==> config.mk <==
export PLATFORM = sky130hd
export DESIGN_NAME = svc_rv_bpred_bht
export DESIGN_NICKNAME = d
export VERILOG_FILES = /design/src/rtl/svc_rv_bpred_pkg.sv /design/src/rtl/svc_rv_bpred_ctr_ram.sv /design/src/rtl/svc_rv_bpred_bht.sv
export SDC_FILE = /design/constraint.sdc
export NUM_CORES = 1
export LEC_CHECK = 0
export BUFFER_PORTS_ARGS = -buffer_cell sky130_fd_sc_hd__buf_4
export CELL_PAD_IN_SITES_DETAIL_PLACEMENT = 2
export CELL_PAD_IN_SITES_GLOBAL_PLACEMENT = 2
export CORE_AREA = 2 2 179 181
export DETAILED_ROUTE_END_ITERATION = 8
export DIE_AREA = 0 0 181 183
export PLACE_DENSITY = 0.56
export SYNTH_ARGS = -nofsm -noshare
export SYNTH_HDL_FRONTEND = slang
export SYNTH_SLANG_ARGS = --single-unit
==> constraint.sdc <==
create_clock -name clk -period 5.6 [get_ports clk]
set_input_delay 1.12 -clock clk [delete_from_list [all_inputs] [get_ports clk]]
set_output_delay 1.12 -clock clk [all_outputs]
set_load 0.01 [all_outputs]
==> src/rtl/svc_rv_bpred_pkg.sv <==
// Shared types and helpers for the dynamic branch predictor.
// Counter arithmetic and index hashing are width-generic so every instance uses the same code.
package svc_rv_bpred_pkg;

    typedef enum logic {
        ST_INIT = 1'b0,
        ST_RUN  = 1'b1
    } bpred_state_t;

    function automatic logic [31:0] ctr_max(input int w);
        return (32'd1 << w) - 32'd1;
    endfunction

    // Weakly-not-taken: just below the taken threshold
    function automatic logic [31:0] ctr_init(input int w);
        return (32'd1 << (w - 1)) - 32'd1;
    endfunction

    function automatic logic [31:0] ctr_inc(input logic [31:0] v, input int w);
        return (v >= ctr_max(w)) ? v : v + 32'd1;
    endfunction

    function automatic logic [31:0] ctr_dec(input logic [31:0] v, input int w);
        return (v == 32'd0) ? v : v - 32'd1;
    endfunction

    function automatic logic [31:0] bht_hash(input logic [31:0] pc_bits,
                                             input logic [31:0] ghr,
                                             input int          idx_w);
        logic [31:0] mask;
        mask = (idx_w >= 32) ? '1 : ((32'd1 << idx_w) - 32'd1);
        return (pc_bits ^ ghr) & mask;
    endfunction

endpackage

==> src/rtl/svc_rv_bpred_ctr_ram.sv <==
// 1R1W counter table with synchronous read and write-first bypass on an address match.
// The array is intentionally unreset; the read register holds its value between reads.
module svc_rv_bpred_ctr_ram #(
    parameter int IDX_W = 6,
    parameter int CTR_W = 2
) (
    input  logic             clk,
    input  logic             rd_en,
    input  logic [IDX_W-1:0] rd_addr,
    output logic [CTR_W-1:0] rd_data,
    input  logic             wr_en,
    input  logic [IDX_W-1:0] wr_addr,
    input  logic [CTR_W-1:0] wr_data
);

    logic [CTR_W-1:0] mem [2**IDX_W];

    always_ff @(posedge clk) begin
        if (wr_en) begin
            mem[wr_addr] <= wr_data;
        end
        if (rd_en) begin
            rd_data <= (wr_en && (wr_addr == rd_addr)) ? wr_data : mem[rd_addr];
        end
    end

endmodule

==> src/rtl/svc_rv_bpred_bht.sv <==
// Bimodal / gshare branch history table: init sweep FSM, global history, lookup
// result registers and saturating mispredict counter around a 1R1W counter table.
module svc_rv_bpred_bht
    import svc_rv_bpred_pkg::*;
#(
    parameter int XLEN  = 32,
    parameter int IDX_W = 6,
    parameter int CTR_W = 2,
    parameter int GHR_W = 0
) (
    input  logic                                 clk,
    input  logic                                 rst,

    input  logic                                 pred_valid,
    input  logic [XLEN-1:0]                      pred_pc,
    input  logic                                 pred_back,
    output logic                                 pred_valid_q,
    output logic                                 pred_taken,
    output logic [CTR_W-1:0]                     pred_ctr,
    output logic [((GHR_W > 0) ? GHR_W : 1)-1:0] pred_ghr,

    input  logic                                 upd_valid,
    input  logic [XLEN-1:0]                      upd_pc,
    input  logic                                 upd_taken,
    input  logic [CTR_W-1:0]                     upd_ctr,
    input  logic [((GHR_W > 0) ? GHR_W : 1)-1:0] upd_ghr,
    input  logic                                 upd_mispred,

    output logic                                 init_busy,
    output logic [31:0]                          mispred_cnt
);

    localparam int               GW        = (GHR_W > 0) ? GHR_W : 1;
    localparam logic [CTR_W-1:0] CTR_RESET = CTR_W'(ctr_init(CTR_W));
    localparam logic [IDX_W-1:0] LAST_IDX  = '1;

    bpred_state_t     state;
    logic [IDX_W-1:0] sweep_idx;
    logic [GW-1:0]    ghr;
    logic [GW-1:0]    ghr_term;
    logic [GW-1:0]    upd_ghr_term;
    logic             running;

    logic [IDX_W-1:0] pred_idx;
    logic [IDX_W-1:0] upd_idx;
    logic [CTR_W-1:0] upd_next;

    logic             ram_rd_en;
    logic [CTR_W-1:0] ram_rd_data;
    logic             ram_wr_en;
    logic [IDX_W-1:0] ram_wr_addr;
    logic [CTR_W-1:0] ram_wr_data;

    logic             from_ram_q;
    logic             back_q;

    assign running = (state == ST_RUN);

    always_comb begin
        ghr_term     = (GHR_W > 0) ? ghr : '0;
        upd_ghr_term = (GHR_W > 0) ? upd_ghr : '0;
        pred_idx     = IDX_W'(bht_hash(32'(pred_pc[IDX_W+1:2]), 32'(ghr_term), IDX_W));
        upd_idx      = IDX_W'(bht_hash(32'(upd_pc[IDX_W+1:2]), 32'(upd_ghr_term), IDX_W));
        upd_next     = upd_taken ? CTR_W'(ctr_inc(32'(upd_ctr), CTR_W))
                                 : CTR_W'(ctr_dec(32'(upd_ctr), CTR_W));
    end

    // The sweep owns the write port during INIT; resolved branches own it in RUN
    always_comb begin
        ram_rd_en   = pred_valid && running;
        ram_wr_en   = running ? upd_valid : 1'b1;
        ram_wr_addr = running ? upd_idx : sweep_idx;
        ram_wr_data = running ? upd_next : CTR_RESET;
    end

    svc_rv_bpred_ctr_ram #(
        .IDX_W (IDX_W),
        .CTR_W (CTR_W)
    ) u_ctr_ram (
        .clk     (clk),
        .rd_en   (ram_rd_en),
        .rd_addr (pred_idx),
        .rd_data (ram_rd_data),
        .wr_en   (ram_wr_en),
        .wr_addr (ram_wr_addr),
        .wr_data (ram_wr_data)
    );

    // The table read register is unreset, so a reset-cleared flag selects it onto
    // the outputs; both hold until the next lookup, keeping the outputs registered.
    assign pred_ctr   = from_ram_q ? ram_rd_data : '0;
    assign pred_taken = from_ram_q ? ram_rd_data[CTR_W-1] : back_q;

    always_ff @(posedge clk or posedge rst) begin
        if (rst) begin
            state        <= ST_INIT;
            sweep_idx    <= '0;
            init_busy    <= 1'b1;
            ghr          <= '0;
            mispred_cnt  <= '0;
            pred_valid_q <= 1'b0;
            from_ram_q   <= 1'b0;
            back_q       <= 1'b0;
            pred_ghr     <= '0;
        end else begin
            pred_valid_q <= pred_valid;
            if (pred_valid) begin
                from_ram_q <= running;
                back_q     <= pred_back;
                pred_ghr   <= ghr_term;
            end

            case (state)
                ST_INIT: begin
                    sweep_idx <= sweep_idx + IDX_W'(1);
                    if (sweep_idx == LAST_IDX) begin
                        state     <= ST_RUN;
                        init_busy <= 1'b0;
                    end
                end
                ST_RUN: begin
                    // Speculative shift uses the prediction the cycle it leaves the table
                    if (upd_valid && upd_mispred) begin
                        if (mispred_cnt != '1) begin
                            mispred_cnt <= mispred_cnt + 32'd1;
                        end
                        if (GHR_W > 0) begin
                            ghr <= GW'({upd_ghr, upd_taken});
                        end
                    end else if ((GHR_W > 0) && pred_valid_q && from_ram_q) begin
                        ghr <= GW'({ghr, ram_rd_data[CTR_W-1]});
                    end
                end
                default: state <= ST_INIT;
            endcase
        end
    end

    // PC bits outside the index field are deliberately ignored
    logic unused_bits;
    assign unused_bits = ^{pred_pc[XLEN-1:IDX_W+2], pred_pc[1:0],
                           upd_pc[XLEN-1:IDX_W+2], upd_pc[1:0], upd_ghr};

endmodule
After elaboration in Yosys (flattened, before gate mapping)
Memory sizes are Yosys's and may differ from the RTL's. A register that Yosys moved wholly into a read port is not among the register bits.
Index checks and enable logic that the tools add are counted.
{"block": "totals", "register_bits": 43, "mem_bits_rw": 128, "out_inout_bits": 38, "wordCells": 33, "memories": 1}
{"block": "classes", "addsub": 4, "n_lt_le_gt_ge": 1, "eq_ne": 2, "mux": 12, "bitwise_logic": 1, "reduce_logical": 5}
{"name": "u_ctr_ram.mem", "depth": 64, "width": 2, "read_ports": 1, "rd_ports_with_merged_regs": 1, "wr": 1, "line": "svc_rv_bpred_ctr_ram.sv:16", "rtl": "logic [CTR_W-1:0] mem [2**IDX_W];"}
{"op": "$add 32x1->32 const B", "n": 1}
{"op": "$ne 32x32->1 const B", "n": 1}
{"op": "$mux 2", "n": 5}
{"op": "$add 6x1->6 const B", "n": 1}
{"op": "$eq 6x6->1 const B", "n": 1}
{"op": "$mux 1", "n": 6}
{"op": "$mux 6", "n": 1}
{"op": "$reduce_and 3->1", "n": 1}
{"op": "$add 2x1->2 const B", "n": 1}
{"op": "$ge 2x2->1 const B", "n": 1}
{"op": "$logic_and 1x1->1", "n": 2}
{"op": "$logic_not 2->1", "n": 1}
{"op": "$reduce_and 2->1", "n": 1}
{"op": "$sub 2x1->2 const B", "n": 1}
{"op": "$not 1->1", "n": 1}

Longest topological paths before layout
Gate-level depths: netlist of run 1.
{"block": "depth", "ltp_word": 4, "depth_mapped": 10}

Modules after synthesis
From an unflattened synthesis of run 1, not the netlist that was laid out.
{"block": "unflattened", "hier_cells": 554, "hier_area_um2": 7773.7}
{"mod": "svc_rv_bpred_ctr_ram", "n_inst": 1, "cells_per_inst": 354, "area_per_inst_um2": 5555.3}
{"mod": "svc_rv_bpred_bht", "n_inst": 1, "cells_per_inst": 200, "area_per_inst_um2": 2218.4}

Worst setup path before layout of run 1
No wires, ideal clock.
{"block": "synth_path", "path_kind": "input -> register", "startpoint": "input upd_ctr[1]", "endpoint": "memory u_ctr_ram.mem[0][1], data pin", "t_arrival_ns": 3.825, "required_time_ns": 4.869, "path_slack_ns": 1.044, "cell_stages": 2, "cell_sequence": "o21ai_0 > a21boi_0"}
{"block": "synth_via", "elab_chain_len": 4, "elab_cells_between_ends": 8}
{"element": "start, declared", "line": "svc_rv_bpred_bht.sv:25", "rtl": "input logic [CTR_W-1:0] upd_ctr,"}
{"element": "$sub 2x1->2, or another cell as far along", "line": "svc_rv_bpred_pkg.sv:24", "rtl": "return (v == 32'd0) ? v : v - 32'd1;"}
{"element": "$mux 2, on equally long branches", "line": "svc_rv_bpred_pkg.sv:24, svc_rv_bpred_pkg.sv:20"}
{"element": "$mux 2 *", "line": "svc_rv_bpred_bht.sv:64", "rtl": "upd_next = upd_taken ? CTR_W'(ctr_inc(32'(upd_ctr), CTR_W))"}
{"element": "$mux 2 *", "line": "svc_rv_bpred_bht.sv:73", "rtl": "ram_wr_data = running ? upd_next : CTR_RESET;"}
{"element": "via ram_wr_data[1]", "line": "svc_rv_bpred_bht.sv:52", "rtl": "logic [CTR_W-1:0] ram_wr_data;"}
{"element": "end, declared", "line": "svc_rv_bpred_ctr_ram.sv:16"}
Mark *: on every way through the listed nets, which the timed path passes. The rest lies on a longest branch.

==> summary by stage, run 1 <==
Setup path
The maximum single-stage delay on the critical path is 0.57 ns. The signal on the critical path passes through buf_4 > mux4_2 > nor2b_1 > a211oi_1 > or4_1 > o22ai_1 > mux2_2. Data arrives at the worst endpoint at 3.34 ns. The setup path with the least slack is of type in2reg. The depth of the most critical reg-to-reg path is 6.

The startpoint type of the worst setup path is an input port. The data required time of the worst path is 5.91 ns. In this run the critical register-to-register path is captured at u_ctr_ram.rd_data[1]. The kind of capture point of the worst setup path is a flop.

The worst reg2reg path startpoint is running. The flop-to-flop setup slack is 3.08 ns. The peak fanout along the critical path is 43. On the critical path, the stage with the largest delay is an instance of sky130_fd_sc_hd__buf_4.

Placement
Routability-driven placement finished with a final weighted congestion of 0.737. Prior to clock tree synthesis, the placed netlist has a worst setup slack of 2.02 ns. The port buffer count is 57. Summing all placed instances gives a cell area of 8560 µm². The detailed-placement wirelength estimate is 13800 µm.

Route
After detailed routing, the number of vias per cell comes to 4.59. Dividing the detail-routed wire length by the instance count gives 20.1 µm. For this block, the initial DRC count from the detailed router was 199. The total wire length after detailed routing is 20700 µm. The final route contains 4726 vias. The remaining number of nets flagged by the antenna check after routing is 0.

The DRC violation count after routing is 0. Before antenna repair, the detailed router went through 4 iterations.

Cells and area
The post-layout net count is 689. The register area is 4980 µm². The multi-input combinational cells in the finished layout cover a total of 2590 µm². The post-route cell area is 9180 µm².

The top cell types in the final layout, fill and taps aside, are 130 x sky130_fd_sc_hd__edfxtp_1, 81 x sky130_fd_sc_hd__nor2_1, 61 x sky130_fd_sc_hd__buf_4. The commonest non-fill, non-tap cell in the layout is sky130_fd_sc_hd__edfxtp_1. Compared with the post-synthesis result, the final layout area differs by 19.1%.

In the final layout, the share of cells above drive strength 1 is 21.9%. Counting the fill cells in the layout gives 3315.

Clocking
The post-CTS setup buffer count is 0. The hold-fix buffer count after cts is 0. The number of CTS-inserted buffers is 17.

After clock tree synthesis, the clock-pin slew on the worst setup and hold paths is 0.08 ns. The clock passes through at most 2 buffers. CTS placed an instance of sky130_fd_sc_hd__clkbuf_16 at the clock tree root. The clock reaches the later pin of the worst-skew pair after 0.45 ns. TritonCTS built the clock tree. Post-CTS repair changed the size of 0 cells. The H-tree was split into 4 levels. The number of sinks handled by clock tree synthesis is 173.

STA
The final worst-path cycle share is 54.1%. Setup violations remaining at the end of the flow were counted as 0. The final period demand of the worst path is 3.03 ns. Setup repair after global routing left no endpoint under its margin. The transition at the pin with the smallest max-transition slack is 1.01 ns. The final number of max-transition violations is 0. Clock skew on the completed layout was measured at 0.0244 ns. The worst relative slew slack is 32.5%. The achievable clock frequency is 330 MHz.

The setup TNS is 0 ns. The number of hold-slack violations in the final timing report came to 0. The worst hold slack is 0.463 ns. The setup slack after layout is 2.57 ns.

Pwr
The clock share of power is 46.0%. Summed over all nets, the switching power comes to 669 µW. The worst-case IR drop observed on VDD is 0.205 mV. The leakage power summed over all cells is 2.96 nW. The sequential power share is 51.0%. Combinational logic burns 3.0% of the power. Internal power comes to 2.01 mW.

The switching share of power is 25.0%. For this design the ratio of total power to cell area is 292 nW/µm².

Global route
The global-route wire length before repair is 32800 µm. The overall global routing resource usage is 13.1%. The global route total overflow is 0. The via count of the first global-routing pass is 5353. The initial antenna violation count is 1. Entering global routing, the biggest net connects 66 pins.

Hold path
The type of the worst min-delay path is reg2reg. The cell depth of the worst hold path is 1. The hold-critical path endpoint is init_busy. The launch instance of the worst min-delay path is init_busy.

Yosys
The most instantiated flip-flop cell in the synthesis netlist is sky130_fd_sc_hd__edfxtp_1. The mean instance size in the synthesized netlist is 13.9 µm². The flip-flop and latch count after synthesis is 173. The synthesized design contains 130 enable-type register cells. The number of warning messages in the yosys log is 0. For this run, the register share of the synthesized area comes to 64.6%. The post-synth design cell area is 7710 µm².

Sorting the synthesized cells by area gives the leading types as sky130_fd_sc_hd__edfxtp_1 51%, sky130_fd_sc_hd__dfrtp_1 14%, sky130_fd_sc_hd__mux4_2 6.7%. The number of different library cells in the post-synthesis netlist is 54. The net count after synthesis is 631. The async set or reset register ratio after synthesis is 24.9%. After synthesis, the largest area contributor takes up 50.6% of total cell area. The leading area contributor after synthesis is sky130_fd_sc_hd__edfxtp_1.

The gate count of the mapped netlist is 555.

Status
The flow ran to the end, and the final reports show no timing, DRC or antenna violations.

Flow run
The number of max-cap violations is 0.

Die
From left edge to right edge, the die measures 181 µm. After floorplanning, the core was divided into 65 placement rows. The top-level port count is 112.

From bottom edge to top edge, the die measures 183 µm. The total die area is 33100 µm². The core outline area is 31200 µm². The initial utilization of the core area, before any placement, comes to 24.7%.
-- cell usage after synthesis, types with 5 or more instances --
cell type                  count
sky130_fd_sc_hd__inv_1         8
sky130_fd_sc_hd__mux4_2       23
sky130_fd_sc_hd__nand2_1      42
sky130_fd_sc_hd__mux2_2       10
sky130_fd_sc_hd__dfrtp_1      42
sky130_fd_sc_hd__nor3_1        9
sky130_fd_sc_hd__xnor2_1      26
sky130_fd_sc_hd__o22ai_1       5
sky130_fd_sc_hd__a22oi_1       9
sky130_fd_sc_hd__a21oi_1       5
sky130_fd_sc_hd__edfxtp_1    130
sky130_fd_sc_hd__buf_2         6
sky130_fd_sc_hd__and3_1        6
sky130_fd_sc_hd__buf_4         5
sky130_fd_sc_hd__nand3_1      18
sky130_fd_sc_hd__nand4_1      16
sky130_fd_sc_hd__o21ai_0       5
sky130_fd_sc_hd__clkbuf_1      9
sky130_fd_sc_hd__nand2b_1      6
sky130_fd_sc_hd__and2_1        6
sky130_fd_sc_hd__xor2_1       16
sky130_fd_sc_hd__nor2_1       81
sky130_fd_sc_hd__mux2i_1      27
-- worst max-delay path: cells and delay by family --
family                 cells  cell delay [ns]
buffers and inverters      1             0.57
muxes                      2             0.56
AOI/OAI and AO/OA          2             0.35
and+or+nand+nor            2             0.71
-- how the worst max path moves through the flow --
| stage | startpoint | end | slack (ns) | depth (start not counted) |
|---|---|---|---|---|
| after floorplan | upd_ctr[1] | u_ctr_ram.mem[0][1] | 1.04 | 2 |
| after global placement | pred_pc[4] | u_ctr_ram.rd_data[1] | 2.05 | 7 |
| after detailed placement | pred_pc[4] | u_ctr_ram.rd_data[1] | 2.02 | 7 |
| after CTS | pred_pc[4] | u_ctr_ram.rd_data[1] | 2.51 | 7 |
| after global routing | pred_pc[4] | u_ctr_ram.rd_data[1] | 2.47 | 7 |
| final | pred_pc[4] | u_ctr_ram.rd_data[1] | 2.57 | 7 |
-- per-stage QoR --
stage          std cells  utilization [%]  total power, mW
2_1_floorplan        555                -             1.44
3_3_place_gp         996             27.4             1.47
3_5_place_dp         996             27.4             1.48
4_1_cts             1028             29.4             2.71
5_1_grt             1028             29.4             2.77
6_report            1029             29.4             2.67
-- kinds of logic (layout without fill, tap and decap cells) --
kind of cell	Yosys count	in the layout	synth area share (%)
AND/OR/NAND/NOR	207	207	13.0
other	1	2	0.0487
multiplexers	61	61	11.9
buffers and inverters	30	101	1.90
adder cells (fa/ha/maj)	2	2	0.325
XOR/XNOR	42	42	4.77
AO/OA/AOI/OAI	39	39	3.49
flip-flops	173	173	64.6
-- per-layer routing --
layer	GRT usage, %	wire (µm)	vias to the layer above
li1	-	-	2178
met1	16.2	9010	2480
met2	23.6	10900	55
met3	2.40	582	13
met4	3.61	192	0
met5	0	0	-
-- flip-flops by register name, summed over array words and instances, names as in the netlist --
name	count
back_q	1
from_ram_q	1
init_busy	1
mispred_cnt	32
pred_valid_q	1
running	1
sweep_idx	6
u_ctr_ram.mem	128
u_ctr_ram.rd_data	2
-- final cells by class --
class / instances / area share (%)
timing repair buffer: 61 / 4.99
tap: 402 / 5.48
sequential: 173 / 54.3
clock inverter: 15 / 2.02
inverter: 8 / 0.327
multi-input combinational: 352 / 28.2
clock buffer: 17 / 4.64
antenna: 1 / 0.0273
-- power groups by stage --
stage	Clock, mW	Combinational (mW)	Sequential, mW
after floorplan	0	0.0488	1.39
final	1.23	0.0799	1.36
after CTS	1.27	0.0828	1.36
after global placement	0	0.0813	1.39
after detailed placement	0	0.0825	1.39
after global routing	1.31	0.0876	1.36
(Power assumes the default switching activity.)
==> inputs of run 2 (changes only) <==
--- a/config.mk
+++ b/config.mk
@@ -11,7 +11,7 @@
 export CORE_AREA = 2 2 179 181
 export DETAILED_ROUTE_END_ITERATION = 8
 export DIE_AREA = 0 0 181 183
-export PLACE_DENSITY = 0.56
+export PLACE_DENSITY = 0.58
 export SYNTH_ARGS = -nofsm -noshare
 export SYNTH_HDL_FRONTEND = slang
 export SYNTH_SLANG_ARGS = --single-unit
==> constraint.sdc (replaced) <==
create_clock -name clk -period 2.4 [get_ports clk]
set_input_delay 0.48 -clock clk [delete_from_list [all_inputs] [get_ports clk]]
set_output_delay 0.48 -clock clk [all_outputs]
set_load 0.01 [all_outputs]
==> run 2 against run 1 <==
  * Combinational power increased to 2.8 times the previous value
  * Cell count increased by 4.0%
  * Critical path depth decreased by 1
==> summary by stage, run 2 (synthesized netlist as in run 1, its figures left out) <==
Clocking
The clock passes through at most 2 buffers. The clock edge transition at the registers on the reported setup and hold paths is 0.08 ns. The clock reaches the later pin of the worst-skew pair after 0.43 ns. After clock tree synthesis, the setup repair step added 0 buffers. After clock tree synthesis, the flow added hold-fix buffers numbering 0. The number of CTS-inserted buffers is 17. Counting every sink on the clock net gives 173. TritonCTS built the clock tree. The level count of the clock H-tree is 4.

After clock tree synthesis, the repair step resized 0 gates. The root buffer cell chosen for the clock tree is sky130_fd_sc_hd__clkbuf_16.

Pwr
The sequential power share is 50.2%. The leakage power summed over all cells is 3.20 nW. The share of total power dissipated in combinational logic is 3.6%. Total power for the finished layout comes to 6.35 mW.

The power density over the cells is 662 nW/µm². The switching share of power is 24.0%. VDD sags by at most 0.441 mV. The internal power of the cells is 4.82 mW. The clock share of power is 46.2%.

The switching power is 1.52 mW.

Setup path
The data required time of the worst path is 2.58 ns. The worst reg2reg path startpoint is running. The end of the worst register-to-register path is u_ctr_ram.rd_data[1]. The peak fanout along the critical path is 13. In this run the register-to-register setup slack is 0.19 ns. The category of the critical setup timing path is reg2reg.

STA classifies the critical path startpoint as a flop. For the worst setup path, the data arrival time is 2.39 ns. The worst register-to-register path has a depth of 6.

The worst setup path is captured at a flop.

Placement
The port buffer count is 57. Including well taps, the total number of placed cells is 1038. The detailed-placement wirelength estimate is 15300 µm. The routability congestion estimate is 0.750.

STA
The final number of max-transition violations is 0. Setup repair after global routing left no endpoint under its margin. After layout, the worst path uses 91.9% of the clock period. The transition at the pin with the smallest max-transition slack is 0.690 ns. The final period demand of the worst path is 2.21 ns.

Setup violations remaining at the end of the flow were counted as 0. Measured against its own limit, the worst slew margin works out to 53.7%. The number of hold-slack violations in the final timing report is 0.

The final setup skew is 0.0153 ns. For this run, the top clock speed supported by timing is 453 MHz. The setup TNS is 0 ns.

Hold path
The min-delay analysis places its worst path in the category in2async.

Cells and area
At the end of the flow the core is filled with cells to 30.7%. The antenna cell count is 0. The register with the most flip-flops in the layout has 128 of them.

Compared with the post-synthesis result, the final layout area differs by 24.4%. The post-layout net count is 731. In the layout the commonest cells are 130 x sky130_fd_sc_hd__edfxtp_1, 97 x sky130_fd_sc_hd__buf_4, 81 x sky130_fd_sc_hd__nor2_1. The largest registers in the layout are u_ctr_ram.mem x128, mispred_cnt x32, sweep_idx x6.

The share of cells above drive strength 1 is 26.8%. The register with the most flip-flops is u_ctr_ram.mem. The commonest non-fill, non-tap cell in the layout is sky130_fd_sc_hd__edfxtp_1. The post-layout instance count excluding filler cells is 1070.

Global route
The overall global routing resource usage is 13.5%. The global route total overflow is 0. The global-route track usage on met3 is 2.22%. In the global route stage, met2 resource usage came out at 24.3%. The first global-routing pass estimated 33900 µm of wire. The initial antenna violation count is 0. The maximum number of pins on one net before global-route repair is 65.

The layer with the highest usage is met2. The via count of the first global-routing pass is 5553. For this run, global-route usage on met1 was measured as 16.8%.

Route
The initial DRC count is 190. The total wire length after detailed routing is 21300 µm. After detailed routing, the number of remaining DRC violations is 0.

The first detailed-routing pass ran for 5 iterations. The vias per cell is 4.56. Dividing the detail-routed wire length by the instance count gives 19.9 µm.

Across all layers, the routed design uses 4876 vias. In this run the remaining antenna-violating nets after routing total 0.

Die
The die covers 33100 µm². From bottom edge to top edge, the die measures 183 µm. The width of the die is 181 µm.

The initial core utilization is 24.7%. For this design the top-level I/O count stands at 112. The floorplan has 65 rows. The core outline area is 31200 µm².

Flow run
Max-cap violations in this run came to 0.

Status
The flow ran to the end, and the final reports show no timing, DRC or antenna violations.
[run 2: critical path, cell delays in order (launching register included)]
cell                       delay, ns
sky130_fd_sc_hd__dfrtp_1        0.45
sky130_fd_sc_hd__buf_4          0.21
sky130_fd_sc_hd__nand2b_1       0.20
sky130_fd_sc_hd__and3_1         0.20
sky130_fd_sc_hd__nor4_1         0.30
sky130_fd_sc_hd__nand4_1        0.26
sky130_fd_sc_hd__mux2_2         0.35
[run 2: worst max path at each step]
| stage | end | startpoint | cells after the start |
|---|---|---|---|
| floorplan | u_ctr_ram.rd_data[1] | pred_pc[3] | 8 |
| global placement | u_ctr_ram.rd_data[1] | pred_pc[2] | 8 |
| detailed placement | u_ctr_ram.rd_data[1] | pred_pc[2] | 7 |
| CTS | u_ctr_ram.mem[23][0] | running | 5 |
| global route | u_ctr_ram.rd_data[1] | running | 6 |
| finish | u_ctr_ram.rd_data[1] | running | 6 |
[run 2: per-stage QoR]
stage | worst slack (ns) | area [µm²] | hold WS, ns
finish | 0.194 | 9580 | 0.0685
global route | 0.0723 | 9580 | 0.0903
CTS | 0.179 | 9580 | 0.0668
detailed placement | -0.193 | 8950 | 0.452
global placement | -0.220 | 8950 | 0.447
floorplan | 0.135 | 7720 | 0.466
[run 2: metal layers]
metal  vias to the layer above  share of wire [%]  wire length (µm)
li1                       2266                  -                 -
met1                      2530                 44              9460
met2                        64                 52             11200
met3                        16                2.2               472
met4                         0                1.2               252
met5                         -                  0                 0
[run 2: power by group through the flow]
stage	clock network [mW]	registers, mW	logic, mW
floorplan	0	3.25	0.115
global placement	0	3.25	0.228
detailed placement	0	3.25	0.233
CTS	3.03	3.18	0.235
global route	3.12	3.18	0.248
finish	2.93	3.18	0.227
[run 2: area by class of cell]
cell class / instances / area, µm²
flip-flops and latches: 173 / 4980
clock inverters: 15 / 205
clock buffers: 17 / 425
multi-input cells: 352 / 2590
fillers: 3284 / 21600
inverters: 8 / 30.0
well taps: 402 / 503
repair buffers: 103 / 848
